--- src/rtl/divider.sv ---
// -----------------------------------------------------------------------------
// divider -- sequential signed 8-bit divider (restoring, one quotient bit/clk)
//
// Converts both operands to 8-bit magnitudes on start. It runs eight restoring
// steps MSB first, then applies the two's-complement sign fix in a final FIX
// cycle. Quotient truncates toward zero and the remainder takes the sign of
// the dividend. Exception cases (divide by zero, -128 / -1) are flagged.
//
// Configuration macro:
//   DIVIDER_SAT_EN  defined   -> both exception cases saturate the quotient
//                   undefined -> wrap behaviour, no saturation logic built
//
// Ports:
//   clk          in   1  rising-edge clock
//   rst          in   1  asynchronous active-high reset
//   start        in   1  operation request, sampled only in IDLE
//   dividend     in   8  signed dividend
//   divisor      in   8  signed divisor
//   quotient     out  8  signed quotient, registered
//   remainder    out  8  signed remainder, registered
//   busy         out  1  operation in flight (CALC or FIX)
//   done         out  1  one-cycle completion pulse
//   div_by_zero  out  1  last operation had divisor == 0
//   ovf          out  1  last operation was -128 / -1
// -----------------------------------------------------------------------------
module divider (
  input  logic       clk,
  input  logic       rst,
  input  logic       start,
  input  logic [7:0] dividend,
  input  logic [7:0] divisor,
  output logic [7:0] quotient,
  output logic [7:0] remainder,
  output logic       busy,
  output logic       done,
  output logic       div_by_zero,
  output logic       ovf
);

  typedef enum logic [1:0] {
    IDLE = 2'd0,
    CALC = 2'd1,
    FIX  = 2'd2
  } state_t;

  state_t     state_q, state_d;

  // Datapath: partial remainder and a shared shift register. The register
  // starts holding the dividend magnitude. Quotient bits shift in from the
  // right as dividend bits shift out on the left.
  logic [7:0] prem_q,  prem_d;
  logic [7:0] shreg_q, shreg_d;
  logic [7:0] dvs_q,   dvs_d;
  logic [2:0] cnt_q,   cnt_d;
  logic       sgn_quo_q, sgn_quo_d;
  logic       sgn_rem_q, sgn_rem_d;
  logic       zero_q,    zero_d;
  logic       ovfc_q,    ovfc_d;

  // Registered results.
  logic [7:0] quotient_q,  quotient_d;
  logic [7:0] remainder_q, remainder_d;
  logic       done_q,      done_d;
  logic       dz_q,        dz_d;
  logic       ovf_q,       ovf_d;

  // Restoring-step helpers.
  logic [8:0] trial;
  logic [8:0] diff;
  logic [7:0] q_neg;
  logic [7:0] r_neg;

  // ---------------------------------------------------------------------------
  // State and datapath registers
  // ---------------------------------------------------------------------------
  // NOTE: sequential state uses non-blocking assignments so every register
  // samples the pre-edge values of the others, regardless of statement order.
  always_ff @(posedge clk or posedge rst) begin
    if (rst) begin
      state_q     <= IDLE;
      prem_q      <= 8'h00;
      shreg_q     <= 8'h00;
      dvs_q       <= 8'h00;
      cnt_q       <= 3'd0;
      sgn_quo_q   <= 1'b0;
      sgn_rem_q   <= 1'b0;
      zero_q      <= 1'b0;
      ovfc_q      <= 1'b0;
      quotient_q  <= 8'h00;
      remainder_q <= 8'h00;
      done_q      <= 1'b0;
      dz_q        <= 1'b0;
      ovf_q       <= 1'b0;
    end else begin
      state_q     <= state_d;
      prem_q      <= prem_d;
      shreg_q     <= shreg_d;
      dvs_q       <= dvs_d;
      cnt_q       <= cnt_d;
      sgn_quo_q   <= sgn_quo_d;
      sgn_rem_q   <= sgn_rem_d;
      zero_q      <= zero_d;
      ovfc_q      <= ovfc_d;
      quotient_q  <= quotient_d;
      remainder_q <= remainder_d;
      done_q      <= done_d;
      dz_q        <= dz_d;
      ovf_q       <= ovf_d;
    end
  end

  // ---------------------------------------------------------------------------
  // Next-state logic
  // ---------------------------------------------------------------------------
  // NOTE: every variable assigned in a combinational block gets a default first,
  // so no path leaves it unassigned and no latch is inferred.
  always_comb begin
    state_d = state_q;
    unique case (state_q)
      IDLE: if (start) state_d = (divisor == 8'h00) ? FIX : CALC;
      CALC: if (cnt_q == 3'd7) state_d = FIX;
      FIX:  state_d = IDLE;
      default: state_d = IDLE;
    endcase
  end

  // ---------------------------------------------------------------------------
  // Datapath: operand capture and restoring steps
  // ---------------------------------------------------------------------------
  // prem_q < divisor magnitude <= 128, so the shifted trial value is at most
  // 255. Bit 8 of the 9-bit difference is therefore a reliable sign bit.
  assign trial = {prem_q, shreg_q[7]};
  assign diff  = trial - {1'b0, dvs_q};

  always_comb begin
    prem_d    = prem_q;
    shreg_d   = shreg_q;
    dvs_d     = dvs_q;
    cnt_d     = cnt_q;
    sgn_quo_d = sgn_quo_q;
    sgn_rem_d = sgn_rem_q;
    zero_d    = zero_q;
    ovfc_d    = ovfc_q;
    unique case (state_q)
      IDLE: begin
        if (start) begin
          // |-128| is 8'h80 = 128 unsigned, so negating is exact here.
          shreg_d   = dividend[7] ? (~dividend + 8'd1) : dividend;
          dvs_d     = divisor[7]  ? (~divisor  + 8'd1) : divisor;
          prem_d    = 8'h00;
          cnt_d     = 3'd0;
          sgn_quo_d = dividend[7] ^ divisor[7];
          sgn_rem_d = dividend[7];
          zero_d    = (divisor == 8'h00);
          ovfc_d    = (dividend == 8'h80) && (divisor == 8'hFF);
        end
      end
      CALC: begin
        cnt_d = cnt_q + 3'd1;
        if (!diff[8]) begin
          prem_d  = diff[7:0];
          shreg_d = {shreg_q[6:0], 1'b1};
        end else begin
          prem_d  = trial[7:0];
          shreg_d = {shreg_q[6:0], 1'b0};
        end
      end
      default: ;
    endcase
  end

  // ---------------------------------------------------------------------------
  // Output logic: sign fix and exception handling in FIX
  // ---------------------------------------------------------------------------
  // In a divide-by-zero operation CALC never ran. shreg_q still holds the
  // dividend magnitude, so applying sign_r restores the original dividend.
  assign q_neg = ~shreg_q + 8'd1;
  assign r_neg = ~prem_q  + 8'd1;

  always_comb begin
    quotient_d  = quotient_q;
    remainder_d = remainder_q;
    dz_d        = dz_q;
    ovf_d       = ovf_q;
    done_d      = 1'b0;
    busy        = (state_q != IDLE);
    if (state_q == FIX) begin
      done_d = 1'b1;
      dz_d   = zero_q;
      ovf_d  = ovfc_q;
      if (zero_q) begin
        remainder_d = sgn_rem_q ? q_neg : shreg_q;
`ifdef DIVIDER_SAT_EN
        quotient_d  = sgn_rem_q ? 8'h80 : 8'h7F;
`else
        quotient_d  = 8'hFF;
`endif
      end else begin
        remainder_d = sgn_rem_q ? r_neg : prem_q;
`ifdef DIVIDER_SAT_EN
        quotient_d  = ovfc_q ? 8'h7F : (sgn_quo_q ? q_neg : shreg_q);
`else
        // -128 / -1 gives magnitude 128 with a positive sign. It wraps to 8'h80.
        quotient_d  = sgn_quo_q ? q_neg : shreg_q;
`endif
      end
    end
  end

  assign quotient    = quotient_q;
  assign remainder   = remainder_q;
  assign done        = done_q;
  assign div_by_zero = dz_q;
  assign ovf         = ovf_q;

endmodule

--- config.mk ---
export PLATFORM = sky130hd
export DESIGN_NAME = divider
export DESIGN_NICKNAME = d
export VERILOG_FILES = /design/src/rtl/divider.sv
export SDC_FILE = /design/constraint.sdc
export NUM_CORES = 1
export LEC_CHECK = 0
export ABC_AREA = 1
export BUFFER_PORTS_ARGS = -buffer_cell sky130_fd_sc_hd__buf_2
export CORE_ASPECT_RATIO = 0.5
export CORE_MARGIN = 3
export CORE_UTILIZATION = 58
export DETAILED_ROUTE_END_ITERATION = 6
export HOLD_SLACK_MARGIN = 0.08
export PLACE_DENSITY = 0.79
export SLEW_MARGIN = 20
export SYNTH_ARGS = -nofsm -noshare
export SYNTH_HDL_FRONTEND = slang
export SYNTH_SLANG_ARGS = --single-unit
--- constraint.sdc ---
create_clock -name clk -period 4.5 [get_ports clk]
set_input_delay 0.45 -clock clk [delete_from_list [all_inputs] [get_ports clk]]
set_output_delay 0.45 -clock clk [all_outputs]
set_load 0.05 [all_outputs]
==> run summary <==
Worst Max-Slew Pin Slew: 0.651 ns
Crit path from: shreg_q[7]
Warnings from Yosys: 0
Final nets: 536
Library cells used by synthesis: 40
Sequential-to-total area share from yosys stat: 38.0%
Clock Path Buffers: 2
Worst-Skew Late Latency: 0.29 ns
Crit path top cell by count: nand2_4
Post-CTS sizing: 0
I/O Pins: 39
Initial antenna violation count: 0
Slew HR: 56.6%
Minimum clock period after layout: 2.12 ns
CTS tree: built
Count of pins over their slew limit: 0
Cell family with most CP delay: simple AND/OR/NAND/NOR gates
DRT iter0 DRCs: 310
H-tree Lvls: 2
Status: finished, final reports clean
Register area: 0.00130 mm²
DR WL/cell: 14.8 µm
CP bufs+invs: 2
Clk sinks: 52
Critical Path Start Type: flop
Period utilisation layout: 47.1%
PwrDens: 901 mW/mm²
Most frequent cells in the layout: nand2_1, inv_1, dfrtp_1
Fraction of layout cells with a size suffix above 1: 13.3%
Pin count of the biggest net entering global routing: 53
Number of remaining DRC errors: 0
DIE HEIGHT: 60.3 µm
Final setup fails: 0
All-Layer GR Usage: 27.1%
Data required, critical path: 4.66 ns
Clock skew: 0.00299 ns
Crit-path cells: inv_1 > ha_1 > inv_1 > fa_1 > nand3_2 > nand3_2 > nand2_4 > nand2_2 > nand2_4 > nand2_4 > nand2_1 > o211ai_1
Initial Utilization: 61.3%
GRT Residual Overflow: 0
Slowest Stage Delay on Critical Path: 0.42 ns
Drt total wl: 8510 µm
Leak: 0.00199 µW
Die area: 0.00692 mm²
Routability congestion estimate: 0.881
Area Overhead vs Synth: 11.6%
Max-cap violations: 0
Highest-delay cell along the critical path: fa_1
Min Hold Slack: 0.326 ns
Commonest non-fill, non-tap cell in the layout: nand2_1
First-pass GRT wire length: 14800 µm
Final Non-Filler Cells: 575
Num CTS Buffers: 5
Final TNS setup: 0 ns
Synthesized flop and latch total: 52
Pre-antenna DRT Iters: 5
Final hold viol count: 0
Unrepaired setup endpoints after global routing: no
Worst VDD drop: 0.486 mV
Number of hold buffers added after cts: 0
Clk root buf: clkbuf_16
HP Class: input pin to async pin
Die width: 115 µm
Number of global-route vias before repair: 3007
Fillers: 495
CORE AREA: 0.00559 mm²
Mapped Cells: 466
Avg Synthesized Cell Area: 7.35 µm²
Via count: 3215
Multi-input gate area: 0.00180 mm²
Critical path endpoint category: flop
Critical Path AT: 2.27 ns
Crit-path max FO: 9
Max Freq: 472 MHz
# port buffers: 38
Inserted Diodes: 0
Via density: 5.59
Number of cell rows: 19
Setup CP Type: flop to flop
Worst-path clk slew: 0.07 ns
Hpwl dp: 6260 µm
Synth Cell Area: 0.00342 mm²
DRT antenna net count: 0
R2r startpoint: shreg_q[7]
Placed Cells: 567
Setup bufs post-CTS: 0
Post-synth net total: 501
[stage by stage]
stage / total power [µW] / util (%) / worst slack (ns) / area (µm²)
2_1_floorplan: 2530 / - / 2.65 / 3420
3_3_place_gp: 2900 / 65.2 / 2.49 / 3640
3_5_place_dp: 2950 / 65.2 / 2.41 / 3640
4_1_cts: 3430 / 68.4 / 2.39 / 3820
5_1_grt: 3760 / 68.4 / 2.21 / 3820
6_report: 3450 / 68.4 / 2.38 / 3820
[synthesized netlist by cell type]
cell type / number / area, µm²
nand3_2: 2 / 20.0
inv_4: 1 / 6.26
nand3b_1: 3 / 22.5
o221ai_1: 1 / 8.76
or2_1: 2 / 12.5
o211ai_1: 4 / 30.0
a22oi_1: 3 / 22.5
a21oi_1: 27 / 135
nand4_1: 6 / 37.5
a22oi_2: 1 / 12.5
buf_6: 2 / 22.5
buf_2: 5 / 25.0
dfrtp_1: 52 / 1300
a22o_1: 2 / 17.5
buf_8: 1 / 15.0
o221ai_2: 1 / 15.0
fa_1: 1 / 20.0
o21ai_0: 30 / 150
a21oi_4: 1 / 16.3
inv_2: 3 / 11.3
xor2_1: 9 / 78.8
clkbuf_1: 2 / 7.51
nor4_1: 1 / 6.26
a31oi_1: 2 / 12.5
nor2_2: 2 / 12.5
nand2_2: 3 / 18.8
ha_1: 15 / 188
o22ai_1: 2 / 12.5
nand3_1: 45 / 225
xnor2_1: 3 / 26.3
nor2_1: 36 / 135
inv_1: 61 / 229
nand2_4: 4 / 45.0
o21a_1: 1 / 7.51
nor3_1: 3 / 15.0
buf_1: 1 / 3.75
nand2_1: 125 / 469
clkinv_1: 1 / 3.75
nand3_4: 1 / 17.5
o311ai_0: 1 / 8.76
[kinds of logic (layout without fill, tap and decap cells)]
family	Yosys count	count (layout)	share of synthesized area [%]
fa+ha+maj	16	16	6.07
xor+xnor	12	12	3.07
compound gates	76	76	13.1
simple gates	233	233	30.3
flops	52	52	38.0
buf+inv	77	113	9.46
[path summary, 6_finish.rpt]
| path | end | slack, ns | depth (start not counted) |
|---|---|---|---|
| max in group asynchronous | dvs_q[7] | 3.74 | 3 |
| max reg2reg | shreg_q[0] | 2.38 | 12 |
| min | cnt_q[1] | 0.33 | 3 |
| min in group clk | shreg_q[2] | 0.43 | 3 |
| min reg2reg | remainder[3] | 0.48 | 2 |
| max | shreg_q[0] | 2.38 | 12 |
[layer usage]
layer	track usage, %	part of all wire (%)	up-vias
li1	-	-	1589
met1	39.5	49	1504
met2	42.1	43	104
met3	4.78	5.5	18
met4	8.29	1.7	0
met5	0	0	-
[cell type report]
class / instances / share of cell area [%]
multi-input cells: 337 / 47.1
inverters: 66 / 6.55
well taps: 73 / 2.39
clock inverters: 1 / 0.786
repair buffers: 39 / 5.17
flip-flops and latches: 52 / 34.0
clock buffers: 7 / 3.99
[report_power, final]
group	internal, µW	switching, µW	total, µW	leakage, µW
registers	691	214	905	0.000623
logic	657	1420	2080	0.00128
clock network	293	167	460	0.0000901
total	1640	1810	3450	0.00199
[state kept, by name (all words and copies together), names as in the netlist, 2 cells and up]
register   cells
cnt_q          3
prem_q         8
shreg_q        8
quotient       8
remainder      8
state_q        2
dvs_q          8
[worst min-delay path: cells and delay by family]
kind                   cells  cell delay (ns)
buffers and inverters      3             0.65
Power figures use the tool's default switching activity.
